==> src/rtl/countdown_timer_dec_pkg.sv <==
// Shared types and BCD limits for the mm:ss countdown timer.
package countdown_timer_dec_pkg;

  typedef enum logic [1:0] {
    ST_IDLE  = 2'd0,
    ST_RUN   = 2'd1,
    ST_PAUSE = 2'd2,
    ST_ALARM = 2'd3
  } state_t;

  localparam logic [3:0] ONES_MAX = 4'd9;
  localparam logic [3:0] TENS_MAX = 4'd5;

  // Preset digits outside the legal BCD range saturate to the digit's maximum.
  function automatic logic [3:0] clamp_digit(input logic [3:0] value, input logic [3:0] lim);
    return (value > lim) ? lim : value;
  endfunction

endpackage

==> src/rtl/countdown_timer_dec_counter.sv <==
// Loadable BCD 00..59 down counter; one instance for seconds, one for minutes.
module loadable_down_counter_dec_60
  import countdown_timer_dec_pkg::*;
(
  input  logic       clk,
  input  logic       reset_p,
  input  logic       dec_en,
  input  logic       load_enable,
  input  logic [3:0] set_value1,
  input  logic [3:0] set_value10,
  output logic [3:0] dec1,
  output logic [3:0] dec10,
  output logic       borrow_out
);

  always_ff @(posedge clk) begin
    if (reset_p) begin
      dec1  <= 4'd0;
      dec10 <= 4'd0;
    end else if (load_enable) begin
      dec1  <= clamp_digit(set_value1, ONES_MAX);
      dec10 <= clamp_digit(set_value10, TENS_MAX);
    end else if (dec_en) begin
      if (dec1 == 4'd0) begin
        dec1 <= ONES_MAX;
        dec10 <= (dec10 == 4'd0) ? TENS_MAX : dec10 - 4'd1;
      end else begin
        dec1 <= dec1 - 4'd1;
      end
    end
  end

  // Borrow leaves this stage when it wraps 00 -> 59 on a decrement.
  assign borrow_out = dec_en && (dec1 == 4'd0) && (dec10 == 4'd0);

endmodule

==> src/rtl/countdown_timer_dec.sv <==
// Cook-timer countdown: BCD mm:ss chain, run/pause/alarm FSM and alarm hold timer.
module countdown_timer_dec
  import countdown_timer_dec_pkg::*;
#(
  parameter int ALARM_SECS = 5
) (
  input  logic       clk,
  input  logic       reset_p,
  input  logic       clk_time,
  input  logic       load_enable,
  input  logic [3:0] set_sec1,
  input  logic [3:0] set_sec10,
  input  logic [3:0] set_min1,
  input  logic [3:0] set_min10,
  input  logic       start_stop,
  input  logic       clear,
  output logic [3:0] sec1,
  output logic [3:0] sec10,
  output logic [3:0] min1,
  output logic [3:0] min10,
  output logic       running,
  output logic       time_up,
  output logic       alarm
);

  localparam logic [7:0] ALARM_LAST = 8'(ALARM_SECS - 1);

  state_t     state;
  logic [7:0] alarm_cnt;

  logic       load_ok;
  logic       cnt_load;
  logic       sec_dec_en;
  logic       sec_borrow;
  logic       min_borrow;
  logic       count_zero;
  logic       terminal;
  logic [3:0] ld_sec1, ld_sec10, ld_min1, ld_min10;

  // A load is ignored while running; clear reuses the load path with zero digits.
  assign load_ok    = load_enable && (state != ST_RUN) && !clear;
  assign cnt_load   = clear || load_ok;
  assign ld_sec1    = clear ? 4'd0 : set_sec1;
  assign ld_sec10   = clear ? 4'd0 : set_sec10;
  assign ld_min1    = clear ? 4'd0 : set_min1;
  assign ld_min10   = clear ? 4'd0 : set_min10;
  assign sec_dec_en = (state == ST_RUN) && clk_time && !clear && !start_stop;

  assign count_zero = (sec1 == 4'd0) && (sec10 == 4'd0) && (min1 == 4'd0) && (min10 == 4'd0);
  assign terminal   = sec_dec_en && (sec1 == 4'd1) && (sec10 == 4'd0) &&
                      (min1 == 4'd0) && (min10 == 4'd0);

  loadable_down_counter_dec_60 u_sec (
    .clk         (clk),
    .reset_p     (reset_p),
    .dec_en      (sec_dec_en),
    .load_enable (cnt_load),
    .set_value1  (ld_sec1),
    .set_value10 (ld_sec10),
    .dec1        (sec1),
    .dec10       (sec10),
    .borrow_out  (sec_borrow)
  );

  loadable_down_counter_dec_60 u_min (
    .clk         (clk),
    .reset_p     (reset_p),
    .dec_en      (sec_borrow),
    .load_enable (cnt_load),
    .set_value1  (ld_min1),
    .set_value10 (ld_min10),
    .dec1        (min1),
    .dec10       (min10),
    .borrow_out  (min_borrow)
  );

  always_ff @(posedge clk) begin
    if (reset_p) begin
      state     <= ST_IDLE;
      running   <= 1'b0;
      time_up   <= 1'b0;
      alarm     <= 1'b0;
      alarm_cnt <= 8'd0;
    end else begin
      time_up <= 1'b0;
      if (clear) begin
        state   <= ST_IDLE;
        running <= 1'b0;
        alarm   <= 1'b0;
      end else if (load_ok) begin
        if (state == ST_ALARM) begin
          state <= ST_IDLE;
          alarm <= 1'b0;
        end
      end else if (start_stop) begin
        case (state)
          ST_IDLE, ST_PAUSE: begin
            if (!count_zero) begin
              state   <= ST_RUN;
              running <= 1'b1;
            end
          end
          ST_RUN: begin
            state   <= ST_PAUSE;
            running <= 1'b0;
          end
          default: begin
            state <= ST_IDLE;
            alarm <= 1'b0;
          end
        endcase
      end else if (clk_time) begin
        if (state == ST_RUN && terminal) begin
          // Outputs show 00:00, time_up and alarm together on this edge.
          state     <= ST_ALARM;
          running   <= 1'b0;
          time_up   <= 1'b1;
          alarm     <= 1'b1;
          alarm_cnt <= 8'd0;
        end else if (state == ST_ALARM) begin
          if (alarm_cnt == ALARM_LAST) begin
            state <= ST_IDLE;
            alarm <= 1'b0;
          end else begin
            alarm_cnt <= alarm_cnt + 8'd1;
          end
        end
      end
    end
  end

endmodule

==> config.mk <==
export PLATFORM = sky130hd
export DESIGN_NAME = countdown_timer_dec
export DESIGN_NICKNAME = d
export VERILOG_FILES = /design/src/rtl/countdown_timer_dec_pkg.sv /design/src/rtl/countdown_timer_dec_counter.sv /design/src/rtl/countdown_timer_dec.sv
export SDC_FILE = /design/constraint.sdc
export NUM_CORES = 1
export LEC_CHECK = 0
export ABC_AREA = 1
export BUFFER_PORTS_ARGS = -buffer_cell sky130_fd_sc_hd__buf_2
export CAP_MARGIN = 30
export CORE_MARGIN = 10
export CORE_UTILIZATION = 30
export CTS_BUF_LIST = sky130_fd_sc_hd__clkbuf_8
export CTS_CLUSTER_DIAMETER = 50
export DETAILED_ROUTE_END_ITERATION = 6
export SLEW_MARGIN = 25
export SYNTH_ARGS = -nofsm -noshare
export SYNTH_HDL_FRONTEND = slang
export SYNTH_SLANG_ARGS = --single-unit
==> constraint.sdc <==
create_clock -name clk -period 1.59 [get_ports clk]
set_clock_uncertainty 0.1 [all_clocks]
set_input_delay 0.0795 -clock clk [delete_from_list [all_inputs] [get_ports clk]]
set_output_delay 0.0795 -clock clk [all_outputs]
set_load 0.01 [all_outputs]
* After elaboration in Yosys (flattened, before gate mapping)
Index checks and enable logic that the tools add are counted.
** Word-level totals
- Register bits :: 29
- Input bits :: 22
- Output and inout port bits :: 19
- Logic and storage cells :: 125
** Cells by class
- Add/subtract/negate cells :: 5
- Magnitude comparators :: 4
- Equal/unequal tests :: 12
- Mux-type cells :: 48
- Bitwise operators :: 4
- Reduce and logical (&&, ||, !) cells :: 43
** Operators by type and width (number)
- $mux 4 :: 22
- $mux 8 :: 3
- $logic_not 4->1 :: 4
- $mux 2 :: 8
- $sub 4x1->4 const B :: 4
- $logic_and 1x1->1 :: 15
- $reduce_and 5->1 :: 3
- $reduce_bool 2->1 :: 7
- $mux 1 :: 13
- $add 8x1->8 const B :: 1
- $eq 8x3->1 const B :: 1
- $gt 4x3->1 const B :: 2
- $gt 4x4->1 const B :: 2
- $reduce_and 6->1 :: 1
- $reduce_bool 3->1 :: 2
- $reduce_or 5->1 :: 1
- $eq 2x2->1 const B :: 2
- $eq 4x1->1 const B :: 1
- $ne 2x1->1 const B :: 2
- $ne 4x4->1 const B :: 1
- $not 1->1 :: 4
- $pmux 2 s2 :: 1
- $reduce_and 2->1 :: 2
- $reduce_bool 4->1 :: 1
- 11 further kinds :: 13

* Logic depth before layout (Yosys ltp)
- Depth after elaboration :: 13
- Gate-level depth with buffers :: 12
- Mapped depth without buffers :: 12

* Hierarchy
A second synthesis with hierarchy kept.
** Second synthesis, totals
- Cells, all modules :: 356
- Area, all modules :: 2184.6 um^2
** By module, submodules not included
- countdown_timer_dec :: instances 1, cells an instance 176, area an instance 1086.0 um^2, seq. area each 260.2 um^2
- loadable_down_counter_dec_60 at u_min :: instances 1, cells an instance 92, area an instance 558.0 um^2, seq. area each 160.2 um^2
- loadable_down_counter_dec_60 at u_sec :: instances 1, cells an instance 88, area an instance 540.5 um^2, seq. area each 160.2 um^2

* Worst setup path after synthesis
No wires, ideal clock.
- Path kind :: reg2reg
- Start :: register u_min.dec1[0]
- End :: register alarm_cnt[3]
- Setup time :: 113 ps
- Arrival time :: 1296 ps
- Data required time :: 1377 ps
- Slack :: 81 ps
- Stages on the path, launching flop included :: 11
- Path buffers :: 0
- Clock period less this slack :: 1509 ps
- Cells stage by stage :: dfxtp_1 -> nor2_2 -> nand2_1 -> nor2_2 -> nand3_4 -> nand2_2 -> inv_2 -> nor2_2 -> nand2_1 -> nand2_1 -> nor2_1
** Between the ends
- Cells in the longest elaborated chain, start to end :: 6
- Elaborated cells on any way between the ends :: 8
- Classes of those cells :: eq/ne (1); mux (1); reduce/logical (6)
** Ends and longest elaborated chain
- from (decl) :: RTL line countdown_timer_dec_counter.sv:11 : output logic [3:0] dec1,
- from (signal assigned) :: RTL line countdown_timer_dec_counter.sv:21 : dec1 <= clamp_digit(set_value1, ONES_MAX);
- from (signal assigned) :: RTL line countdown_timer_dec_counter.sv:28 : dec1 <= dec1 - 4'd1;
- $logic_not 4->1 (*) :: RTL line countdown_timer_dec.sv:51 : (min1 == 4'd0) && (min10 == 4'd0);
- $logic_and 1x1->1 (*) :: RTL line countdown_timer_dec.sv:50 : assign terminal = sec_dec_en && (sec1 == 4'd1) && (sec10 == 4'd0) &&
- $logic_and 1x1->1 (*) :: RTL line countdown_timer_dec.sv:51
- $logic_and 1x1->1 (*) :: RTL line countdown_timer_dec.sv:113 : if (state == ST_RUN && terminal) begin
- $ne 2x2->1 (no source line) / $reduce_bool 2->1 (equally long branches)
- $reduce_and 6->1 (no source line)
- to (signal assigned) :: RTL line countdown_timer_dec.sv:125 : alarm_cnt <= alarm_cnt + 8'd1;
- to (decl) :: RTL line countdown_timer_dec.sv:29 : logic [7:0] alarm_cnt;
Every way passes the cells marked *; elsewhere a longest branch is shown, timed or not.
A chain may end at the register's enable or synchronous reset.

* Worst setup path after layout
- Start :: register u_sec.dec10[2]
- End :: register state[0]
** Between the ends
- Cells in the longest elaborated chain, start to end :: 9
- Elaborated cells on any way between the ends :: 16
- Classes of those cells :: eq/ne (1); mux (4); reduce/logical (11)
** Ends and longest elaborated chain
- from (decl) :: RTL line countdown_timer_dec_counter.sv:12 : output logic [3:0] dec10,
- from (signal assigned) :: RTL line countdown_timer_dec_counter.sv:22 : dec10 <= clamp_digit(set_value10, TENS_MAX);
- from (signal assigned) :: RTL line countdown_timer_dec_counter.sv:26 : dec10 <= (dec10 == 4'd0) ? TENS_MAX : dec10 - 4'd1;
- $logic_not 4->1 (*) :: RTL line countdown_timer_dec.sv:49, countdown_timer_dec.sv:50
- $logic_and 1x1->1 (2 in series) :: RTL line countdown_timer_dec.sv:50
- $logic_and 1x1->1 :: RTL line countdown_timer_dec.sv:51
- $logic_and 1x1->1 :: RTL line countdown_timer_dec.sv:113
- $mux 2 :: RTL line countdown_timer_dec.sv:113
- $mux 2 :: RTL line countdown_timer_dec.sv:112 : end else if (clk_time) begin
- $mux 2 :: RTL line countdown_timer_dec.sv:95 : end else if (start_stop) begin
- $mux 2 :: RTL line countdown_timer_dec.sv:90 : end else if (load_ok) begin
- to (signal assigned) :: RTL line countdown_timer_dec.sv:92 : state <= ST_IDLE;
- to (signal assigned) :: RTL line countdown_timer_dec.sv:99 : state <= ST_RUN;
- to (signal assigned) :: RTL line countdown_timer_dec.sv:115 : state <= ST_ALARM;
- to (decl) :: RTL line countdown_timer_dec.sv:28 : state_t state;
Every way passes the cells marked *; elsewhere a longest branch is shown, timed or not. The select of a mux whose other input is x is not followed.

==> metrics.md <==
| Metric | Value |
|---|---|
| Status | `complete, no violations` |
| Row count | `28` |
| PD cells | `756 nW/um^2` |
| Routed wire per std cell | `12.6 um` |
| DRC viols | `0` |
| First-pass GRT wire length | `8960 um` |
| Vias in the first global route | `1934` |
| Worst vdd ir | `368 uV` |
| Root buf cell | `clkbuf_8` |
| DRT Pass-1 Iters | `4` |
| Internal power | `1.30 mW` |
| CP endpoint kind | `flop` |
| Grt ovf | `0` |
| Least-Margin Pin Slew | `346 ps` |
| Slowest cell on crit path | `dfxtp_1` |
| CTS Sinks | `29` |
| Antenna violations before repair | `0` |
| Yosys top cell area share | `32.2%` |
| Comb power frac | `25.8%` |
| Die X | `97.5 um` |
| Core Region | `5890 um^2` |
| Seq cells post-synth | `29` |
| All-Layer GR Usage | `11.1%` |
| Clock Tree Buf Depth | `2` |
| Count of cell types in the netlist | `40` |
| Io pins | `41` |
| # diodes | `0` |
| Vias per cell | `4.80` |
| Die ar. | `9510 um^2` |
| First DRT Iteration DRCs | `124` |
| Yosys top cell by area | `dfxtp_1` |
| H-tree Lvls | `2` |
| Worst skew pair latency | `280 ps` |
| Largest net degree at the start of global routing | `11` |
| WS Path Type | `flop to flop` |
| Share of cells above drive strength 1 | `35.7%` |
| Max Cap Violations | `0` |
| GPL Wtd Cong | `0.816` |
| Synth cell count leaders | `57 x nand2_1, 30 x nor2_1, 29 x dfxtp_1, 29 x inv_1, 22 x a21oi_1` |
| Worst Hold Class | `primary input to flop` |
| Net load switching power | `589 uW` |
| Post-synth top flop | `dfxtp_1` |
| Register share of total power | `41.6%` |
| Initial Util | `30.6%` |
| CTS clk-pin slew, worst paths | `60 ps` |
| CP peak stage delay | `320 ps` |
| Detailed Route WL | `5300 um` |
| Final worst-path cycle share | `96.6%` |
| Final Max Slew Viols | `0` |
| Count leader, synth | `nand2_1` |
| Global route hottest layer | `met2` |
| Final setup fails | `0` |
| Final #Nets | `369` |
| Worst hold stages | `3` |
| Worst Setup Start Kind | `flop` |
| Overall Power | `1.89 mW` |
| Max Fclk | `0.651 GHz` |
| Mean area per synthesized cell | `6.68 um^2` |
| Worst EP arrival | `1650 ps` |
| Port-buffer cells | `40` |
| Relative slew margins | `76.7%` |
| Met2 Usage GRT | `18.3%` |
| RSZ-0062 raised after global routing | `true` |
| Remaining antenna violation count | `0` |
| Syn nets | `294` |
| Async S/R FF share, synth | `0%` |
| Cells on worst reg2reg path | `11` |
| Leak Pwr | `1.18 nW` |
| Routed vias | `2014` |
| Setup TNS | `0 ps` |
| Synth area leaders | `dfxtp_1 32%, nand2_1 12%, nor2_1 6.2%` |
| Synthesized instance count | `270` |
| Seq/Total Area, Yosys | `32.2%` |
| Synthesis-to-finish area growth | `38.4%` |
| CTS tree | `done` |
| Mapped Area | `1800 um^2` |
| Sw frac | `31.2%` |
| DP HPWL | `4210 um` |
| Die Ht | `97.5 um` |
| Grt met3 use | `2.77%` |
| Final min period | `1540 ps` |
| CP Cell Sequence | `nor2_2, nand2_4, nor2_4, nand3_4, nand2_2, nand2_2, nand2_4, nand3_2, nand2_1, inv_1, nor2_1` |
| Post-synth EDFFs | `0` |
| CP required | `1710 ps` |
| Routing usage on met1 | `13.2%` |
| Clk pwr share | `32.6%` |
| Crit Path Max Fanout | `6` |
| Fin. Hold Viols | `0` |
| CTS Buf Count | `5` |
| Yosys warning count | `0` |
[registers in the layout, summed over array words and instances (netlist names)]
| name | count |
|---|---|
| time_up | 1 |
| alarm_cnt | 8 |
| u_min.dec1 | 4 |
| u_sec.dec1 | 4 |
| alarm | 1 |
| running | 1 |
| u_min.dec10 | 4 |
| u_sec.dec10 | 4 |
| state | 2 |
[layout make-up]
type                            instances  area [um^2]
Tap cell                               75         93.8
Fill cell                             632         3390
Sequential cell                        29          589
Clock inverter                          1         3.75
Multi-Input combinational cell        204         1160
Clock buffer                            6         82.6
Inverter                               35          141
Timing Repair Buffer                   70          428
[per-stage QoR]
step / hold slack [ps] / utilization [%] / std cells / setup slack, ps / instance area (um^2)
2_1_floorplan: 58.0 / - / 270 / 81.2 / 1800
3_5_place_dp: 258 / 38.9 / 410 / -116 / 2290
6_report: 12.4 / 42.4 / 420 / 54.2 / 2490
3_3_place_gp: 249 / 38.9 / 410 / -116 / 2290
4_1_cts: 18.3 / 40.8 / 418 / 0.110 / 2400
5_1_grt: 30.1 / 42.4 / 420 / -47.8 / 2490
[repair_timing]
item	in CTS	in global routing
resized for setup	6	28
pin swaps	1	8
buffers inserted	0	2
hold buffers	1	0
endpoints found under the setup margin	8	24
endpoints found under the hold margin	3	0
[final timing paths]
kind	from	endpoint	slack [ps]
min reg2reg	running	running	350
max reg2reg	u_sec.dec10[2]	state[0]	50
max	u_sec.dec10[2]	state[0]	50
min	set_min1[1]	u_min.dec1[1]	10
[critical path, delay by kind of cell (launching register included)]
family                 cells  cell delay, ps
and+or+nand+nor           10            1010
buffers and inverters      1              30
DFF                        1             320
[cells in the final DEF, fill, tap and decap left out, types with 7 or more instances in the layout]
master and n:
inv_1 28, buf_2 40, nand2_2 8, buf_4 29
nor2_1 25, nand4_1 8, nand3_1 11, dfxtp_1 24
nor2_2 7, nand2_1 51, a21oi_1 22, o21ai_0 18
[cells by family after synthesis]
| family | Yosys count | share of synthesized area (%) |
|---|---|---|
| adder cells (fa/ha/maj) | 2 | 1.39 |
| AND/OR/NAND/NOR | 139 | 38.1 |
| buffers and inverters | 37 | 8.05 |
| flip-flops | 29 | 32.2 |
| AO/OA/AOI/OAI | 61 | 19.3 |
| XOR/XNOR | 2 | 0.972 |
[power by group through the flow]
| stage | clock network, mW | registers (mW) | logic (mW) |
|---|---|---|---|
| 3_3_place_gp | 0 | 0.793 | 0.435 |
| 2_1_floorplan | 0 | 0.816 | 0.223 |
| 4_1_cts | 0.634 | 0.780 | 0.448 |
| 5_1_grt | 0.666 | 0.788 | 0.538 |
| 3_5_place_dp | 0 | 0.794 | 0.437 |
| 6_report | 0.615 | 0.784 | 0.487 |
[layer usage]
layer	vias up	wire length [um]
met3	10	204
met4	0	102
li1	1050	-
met5	-	0
met2	39	2560
met1	915	2430
Note: power is estimated with default switching activity, not from simulation.
